### config.mk
export PLATFORM = sky130hd
export DESIGN_NAME = de0_vga
export DESIGN_NICKNAME = d
export VERILOG_FILES = /design/src/rtl/de0_vga_pkg.sv /design/src/rtl/de0_vga_axis_counter.sv /design/src/rtl/de0_vga.sv
export SDC_FILE = /design/constraint.sdc
export NUM_CORES = 1
export LEC_CHECK = 0
export ABC_AREA = 1
export BUFFER_PORTS_ARGS = -buffer_cell sky130_fd_sc_hd__buf_4
export CAP_MARGIN = 10
export CORE_MARGIN = 1
export CORE_UTILIZATION = 30
export DETAILED_ROUTE_END_ITERATION = 7
export HOLD_SLACK_MARGIN = 0.08
export SYNTH_ARGS = -nofsm -noshare
export SYNTH_HDL_FRONTEND = slang
export SYNTH_SLANG_ARGS = --single-unit
export TNS_END_PERCENT = 10
### constraint.sdc
create_clock -name clk_50 -period 2.3 [get_ports clk_50]
set_input_delay 0.115 -clock clk_50 [delete_from_list [all_inputs] [get_ports clk_50]]
set_output_delay 0.115 -clock clk_50 [all_outputs]
set_load 0.1 [all_outputs]
### src/rtl/de0_vga_pkg.sv
// Shared raster timing for the supported DE0 VGA modes and the 12-bit colour type.
package de0_vga_pkg;

    localparam int CNT_W = 11;

    typedef enum logic [0:0] {
        MODE_SXGA = 1'b0,
        MODE_VGA  = 1'b1
    } mode_e;

    typedef struct packed {
        int   h_visible;
        int   h_fp;
        int   h_sync;
        int   h_bp;
        int   v_visible;
        int   v_fp;
        int   v_sync;
        int   v_bp;
        logic hs_pol;
        logic vs_pol;
    } timing_t;

    typedef struct packed {
        logic [3:0] r;
        logic [3:0] g;
        logic [3:0] b;
    } rgb12_t;

    localparam rgb12_t RGB_BLACK = '{r: 4'h0, g: 4'h0, b: 4'h0};

    // 1280x1024@60 at 108 MHz, and 640x480@60 at 25.175 MHz
    localparam timing_t SXGA_TIMING = '{1280, 48, 112, 248, 1024, 1, 3, 38, 1'b1, 1'b1};
    localparam timing_t VGA_TIMING  = '{640, 16, 96, 48, 480, 10, 2, 33, 1'b0, 1'b0};

    function automatic timing_t mode_timing(input mode_e mode);
        case (mode)
            MODE_SXGA: return SXGA_TIMING;
            MODE_VGA:  return VGA_TIMING;
            default:   return SXGA_TIMING;
        endcase
    endfunction

    localparam timing_t DEFAULT_TIMING = mode_timing(MODE_SXGA);

    function automatic logic sync_level(input logic active, input logic pol);
        if (active) begin
            return pol;
        end else begin
            return ~pol;
        end
    endfunction

endpackage

### src/rtl/de0_vga_axis_counter.sv
// One raster axis: wrapping position counter with registered position,
// visible and raw (active-high) sync decode.
module vga_axis_counter
    import de0_vga_pkg::*;
#(
    parameter int VISIBLE = 1280,
    parameter int FP      = 48,
    parameter int SYNC    = 112,
    parameter int BP      = 248
) (
    input  logic             clk_i,
    input  logic             rst_i,
    input  logic             en_i,
    output logic             wrap_o,
    output logic [CNT_W-1:0] pos_o,
    output logic             visible_o,
    output logic             sync_o
);

    localparam logic [CNT_W-1:0] LAST_C       = CNT_W'(VISIBLE + FP + SYNC + BP - 1);
    localparam logic [CNT_W-1:0] VIS_C        = CNT_W'(VISIBLE);
    localparam logic [CNT_W-1:0] SYNC_START_C = CNT_W'(VISIBLE + FP);
    localparam logic [CNT_W-1:0] SYNC_END_C   = CNT_W'(VISIBLE + FP + SYNC);

    logic [CNT_W-1:0] cnt_q;
    logic [CNT_W-1:0] cnt_d;
    logic [CNT_W-1:0] pos_q;
    logic             visible_q;
    logic             visible_d;
    logic             sync_q;
    logic             sync_d;

    assign wrap_o = en_i && (cnt_q == LAST_C);

    // Next count and stage-0 decode of the current count.
    always_comb begin
        cnt_d     = cnt_q;
        visible_d = 1'b0;
        sync_d    = 1'b0;
        if (wrap_o) begin
            cnt_d = {CNT_W{1'b0}};
        end else if (en_i) begin
            cnt_d = cnt_q + CNT_W'(1);
        end else begin
            cnt_d = cnt_q;
        end
        visible_d = (cnt_q < VIS_C);
        sync_d    = (cnt_q >= SYNC_START_C) && (cnt_q < SYNC_END_C);
    end

    // Counter and stage-0 registers.
    always_ff @(posedge clk_i) begin
        if (rst_i) begin
            cnt_q     <= {CNT_W{1'b0}};
            pos_q     <= {CNT_W{1'b0}};
            visible_q <= 1'b0;
            sync_q    <= 1'b0;
        end else begin
            cnt_q     <= cnt_d;
            pos_q     <= cnt_q;
            visible_q <= visible_d;
            sync_q    <= sync_d;
        end
    end

    assign pos_o     = pos_q;
    assign visible_o = visible_q;
    assign sync_o    = sync_q;

endmodule

### src/rtl/de0_vga.sv
// VGA raster generator and RGB output stage: publishes the raster position,
// re-registers the renderer colour and keeps HS/VS aligned with it at the pins.
module de0_vga
    import de0_vga_pkg::*;
#(
    parameter int   H_VISIBLE = DEFAULT_TIMING.h_visible,
    parameter int   H_FP      = DEFAULT_TIMING.h_fp,
    parameter int   H_SYNC    = DEFAULT_TIMING.h_sync,
    parameter int   H_BP      = DEFAULT_TIMING.h_bp,
    parameter int   V_VISIBLE = DEFAULT_TIMING.v_visible,
    parameter int   V_FP      = DEFAULT_TIMING.v_fp,
    parameter int   V_SYNC    = DEFAULT_TIMING.v_sync,
    parameter int   V_BP      = DEFAULT_TIMING.v_bp,
    parameter logic HS_POL    = DEFAULT_TIMING.hs_pol,
    parameter logic VS_POL    = DEFAULT_TIMING.vs_pol
) (
    input  logic        clk_50,
    input  logic        rst,
    input  logic [11:0] pixel_color,
    output logic [3:0]  VGA_BUS_R,
    output logic [3:0]  VGA_BUS_G,
    output logic [3:0]  VGA_BUS_B,
    output logic        VGA_HS,
    output logic        VGA_VS,
    output logic [10:0] X_pix,
    output logic [10:0] Y_pix,
    output logic        H_visible,
    output logic        V_visible,
    output logic        pixel_clk,
    output logic [9:0]  pixel_cnt
);

    logic             h_wrap_s;
    logic             v_wrap_unused_s;
    logic [CNT_W-1:0] x_s;
    logic [CNT_W-1:0] y_s;
    logic             h_vis_s;
    logic             v_vis_s;
    logic             h_sync_s;
    logic             v_sync_s;

    vga_axis_counter #(
        .VISIBLE (H_VISIBLE),
        .FP      (H_FP),
        .SYNC    (H_SYNC),
        .BP      (H_BP)
    ) u_h_axis (
        .clk_i     (clk_50),
        .rst_i     (rst),
        .en_i      (1'b1),
        .wrap_o    (h_wrap_s),
        .pos_o     (x_s),
        .visible_o (h_vis_s),
        .sync_o    (h_sync_s)
    );

    vga_axis_counter #(
        .VISIBLE (V_VISIBLE),
        .FP      (V_FP),
        .SYNC    (V_SYNC),
        .BP      (V_BP)
    ) u_v_axis (
        .clk_i     (clk_50),
        .rst_i     (rst),
        .en_i      (h_wrap_s),
        .wrap_o    (v_wrap_unused_s),
        .pos_o     (y_s),
        .visible_o (v_vis_s),
        .sync_o    (v_sync_s)
    );

    // Stage 1 waits for the renderer's registered colour; stage 2 drives the pins.
    logic   vis_pipe_q;
    logic   hs_pipe_q;
    logic   vs_pipe_q;
    logic   hs_q;
    logic   hs_d;
    logic   vs_q;
    logic   vs_d;
    rgb12_t rgb_q;
    rgb12_t rgb_d;

    // Pin values: blank colour outside the visible area, apply sync polarity.
    always_comb begin
        rgb_d = RGB_BLACK;
        if (vis_pipe_q) begin
            rgb_d = rgb12_t'(pixel_color);
        end else begin
            rgb_d = RGB_BLACK;
        end
        hs_d = sync_level(hs_pipe_q, HS_POL);
        vs_d = sync_level(vs_pipe_q, VS_POL);
    end

    // Sync/visible delay stage and output registers.
    always_ff @(posedge clk_50) begin
        if (rst) begin
            vis_pipe_q <= 1'b0;
            hs_pipe_q  <= 1'b0;
            vs_pipe_q  <= 1'b0;
            hs_q       <= ~HS_POL;
            vs_q       <= ~VS_POL;
            rgb_q      <= RGB_BLACK;
        end else begin
            vis_pipe_q <= h_vis_s && v_vis_s;
            hs_pipe_q  <= h_sync_s;
            vs_pipe_q  <= v_sync_s;
            hs_q       <= hs_d;
            vs_q       <= vs_d;
            rgb_q      <= rgb_d;
        end
    end

    assign VGA_BUS_R = rgb_q.r;
    assign VGA_BUS_G = rgb_q.g;
    assign VGA_BUS_B = rgb_q.b;
    assign VGA_HS    = hs_q;
    assign VGA_VS    = vs_q;
    assign X_pix     = x_s;
    assign Y_pix     = y_s;
    assign H_visible = h_vis_s;
    assign V_visible = v_vis_s;
    assign pixel_cnt = x_s[9:0];
    assign pixel_clk = clk_50;

endmodule

# Word-level counts from Yosys, hierarchy flattened
# Cells that the tools add are included.
totals:
  wordCells: 36
  out_inout_bits: 49
  regBits: 65
  inputBits: 14
classes:
  n_addsub: 2
  n_eq_ne: 2
  n_mux: 2
  bitwise_logic: 1
  n_reduce_logical: 7
  order_cmp: 6
op_table:
  columns: ["cell", "count"]
  rows:
  - ["11-bit < comparator, second input constant", 4]
  - ["11-bit by 1-bit adder with 11-bit output, second input constant", 2]
  - ["11-bit equality test, second input constant", 2]
  - ["11-bit >= comparator, second input constant", 2]
  - ["2-bit OR reduction", 3]
  - ["1-bit logical AND", 4]
  - ["1-bit two-way mux", 2]
  - ["1-bit NOT", 1]

# Depth between registers and ports, before layout
depth:
  word_depth: 3
  ltp_mapped: 9
  ltp_nobuf: 9

# Hierarchy
# Synthesis repeated with hierarchy kept, for this count alone.
hier_totals:
  hier_cells: 324
  area_unflattened_um2: 2524.9
by_module_without_submodules:
  columns: ["module", "area_each_um2", "seq_area_each_um2", "cells_each", "instances"]
  rows:
  - ["vga_axis_counter (u_v_axis)", 987.2, 480.5, 130, 1]
  - ["vga_axis_counter (u_h_axis)", 962.2, 480.5, 128, 1]
  - ["de0_vga", 575.6, 340.3, 66, 1]

==> flow_metrics.py <==
metrics = {
    "pwr": {
        "leakage_nw": 1.61,
        "p_per_area_nw_per_um2": 799,
        "vdd_drop_max_mv": 0.306,
    },
    "global_routing": {
        "grt_pass1_wl_um": 8830,
        "grt_max_degree": 32,
        "grt-ovfl-total": 0,
        "gr-usage-all-layers": 0.132,
        "antenna_found_initial": 0,
        "grt_pass1_vias": 2077,
    },
    "critical_path": {
        "cp_num_buf_inv": 3,
        "critPathMaxStageDelay_ns": 0.22,
        "worstPathRequired_ns": 2.18,
        "critPathArrivalTime_ns": 1.60,
        "crit_family": "buffers and inverters",
        "cp-end-kind": "output pin",
        "slowest_stage": "buf_4",
        "worstPathCellList": "clkbuf_8 > clkbuf_8 > buf_4",
        "crit_top_cell": "clkbuf_8",
        "path_max_fanout": 2,
        "crit_type": "clock port to output pin",
        "worstSetupStartpointType": "clock port",
    },
    "synth": {
        "synth_area_um2": 2590,
        "ys_seq_area_frac": 0.503,
        "synth_edf_count": 0,
        "ys_warn_count": 0,
        "yosys.area.top_type_share": 0.503,
        "synth_area_leader_cell": "dfxtp_1",
        "synthTopCellsByArea": "dfxtp_1 50%, nor2_1 11%, nand2_1 8.7%",
        "synthArstFlopShare": 0,
        "yosys_register_bits": 65,
        "synth-main-ff-cell": "dfxtp_1",
        "synthCells": 339,
        "synth.avg_cell_area_um2": 7.63,
        "syn_nets": 356,
        "yosys.cell_types.count": 28,
    },
    "final_layout": {
        "num_antenna_cells": 0,
        "layout-drive-gt1-share": 0.236,
        "area_growth_pct": 34.5,
        "post_layout_nonfiller_instances": 521,
        "fin_nets": 428,
    },
    "drt": {
        "wl_um": 5370,
        "routedWlPerCell_um": 10.3,
        "ant_nets": 0,
        "firstDrtPassIters": 7,
        "drc": 0,
        "viasPerCell": 4.20,
        "num_vias": 2189,
        "drtIter0Drc": 160,
    },
    "place": {
        "place_ws_ns": 0.794,
        "io_buffers": 62,
        "place_congestion": 0.835,
        "dp_cells": 489,
        "dp_hpwl_um": 3690,
    },
    "sta": {
        "final_hold_viol_count": 0,
        "slew_headroom": 0.747,
        "rsz0062_at_grt": "false",
        "setup_slack_ns": 0.588,
        "finalSetupTns_ns": 0,
        "setup_viol": 0,
        "tightest_slew_ns": 0.379,
        "report.final.slew_viol_count": 0,
        "skew_ns": 0.00645,
        "hold_ws_ns": 0.403,
    },
    "clock_tree": {
        "post-cts-setup-buffer-count": 0,
        "cts_tree": "yes",
        "clkTransAtPathRegs_ns": 0.07,
        "clock_latency_ns": 0.45,
    },
    "worst_hold_path": {
        "hold_class": "flip-flop to flip-flop",
    },
    "run_status": {
        "status": "completed",
    },
    "floorplanning": {
        "num_rows": 33,
        "fp.dieArea_um2": 9000,
        "die_h_um": 94.9,
        "ios": 63,
        "initial_core_util": 0.312,
        "die_w_um": 94.9,
        "core_area_um2": 8300,
    },
    "job": {
        "max_cap_viol_count": 0,
    },
}
[placed cells by master (no fill, tap or decap), types with 2 or more instances in the layout]
cell type / instances
dfxtp_1: 65
nand3_1: 19
bufinv_16: 3
nor2_4: 4
nand2_1: 60
a21oi_2: 3
o21ai_0: 3
buf_4: 62
xor2_1: 4
ha_1: 3
dlygate4sd3_1: 13
o21ai_1: 2
a21oi_1: 4
inv_1: 53
clkbuf_8: 12
clkinv_2: 2
nand2_4: 3
nor2_1: 79
nand4_1: 7
nand2_2: 3
nor3_1: 3
clkinvlp_4: 2
[state kept, by name, indices dropped and copies added, names as in the netlist, 4 cells and up]
register / cells
VGA_BUS_R: 4
VGA_BUS_B: 4
u_h_axis.pos_o: 11
u_v_axis.pos_o: 11
u_h_axis.cnt_q: 11
VGA_BUS_G: 4
u_v_axis.cnt_q: 11
[timing repair]
item | 4_1_cts | 5_1_grt
hold buffers | 13 | 0
resized for setup | 0 | 0
endpoints found under the hold margin | 41 | 0
[final timing paths]
kind / from / endpoint / slack [ns] / cells after the start
setup / recovery: clk_50 / pixel_clk / 0.59 / 3
hold / removal: u_v_axis.sync_o$_SDFF_PP0_ / vs_pipe_q$_SDFF_PP0_ / 0.40 / 2
setup reg to reg: u_h_axis.cnt_q[0]$_SDFF_PP0_ / u_v_axis.cnt_q[8]$_SDFFE_PP0P_ / 0.78 / 8
hold reg to reg: u_v_axis.sync_o$_SDFF_PP0_ / vs_pipe_q$_SDFF_PP0_ / 0.40 / 2
[report_power, final]
| part | internal (W) | switching (W) | total, W | leakage [nW] |
|---|---|---|---|---|
| clock network | 0.000852 | 0.000608 | 0.00146 | 0.142 |
| logic | 0.0000524 | 0.000120 | 0.000173 | 0.945 |
| registers | 0.00114 | 0.00000827 | 0.00115 | 0.526 |
[worst min-delay path: stages, from the launching register on]
cell,delay [ns]
dfxtp_1,0.30
inv_1,0.04
nor2_1,0.03
[cell usage after synthesis (all sizes together), types with 3 or more instances]
cell	number
xor2	4
inv	54
ha	3
nor3	3
nand4	7
o21ai	5
nand2	66
a21oi	7
buf	15
dfxtp	65
nand3	20
nor2	84
[stage by stage]
step           instance area, um2  power [W]   util
2_1_floorplan                2590    0.00145      -
3_3_place_gp                 3070    0.00149  0.370
3_5_place_dp                 3070    0.00149  0.370
4_1_cts                      3480    0.00281  0.419
5_1_grt                      3480    0.00288  0.419
6_report                     3480    0.00278  0.419
[cells by family (layout without fill, tap and decap cells)]
family                   after synthesis  count (layout)  share of synthesized area
adder cells (fa/ha/maj)                3               3                     0.0145
AND/OR/NAND/NOR                      181             181                      0.308
flip-flops                            65              65                      0.503
buffers and inverters                 72             149                      0.126
AO/OA/AOI/OAI                         13              13                     0.0319
XOR/XNOR                               5               5                     0.0169
[metal layers]
metal	track usage	up-vias	routed length, um
met4	0.0720	0	89
met2	0.207	73	2350
met1	0.145	955	2490
met5	0	-	0
li1	-	1151	-
met3	0.0660	10	439
[area by class of cell]
type	count	area (um2)
fill	807	4820
sequential	65	1300
multi-input combinational	202	961
timing repair buffer	74	588
inverter	55	208
clock buffer	13	173
tap	105	131
clock inverter	7	119
No activity file was read; power rests on OpenSTA's default activity.
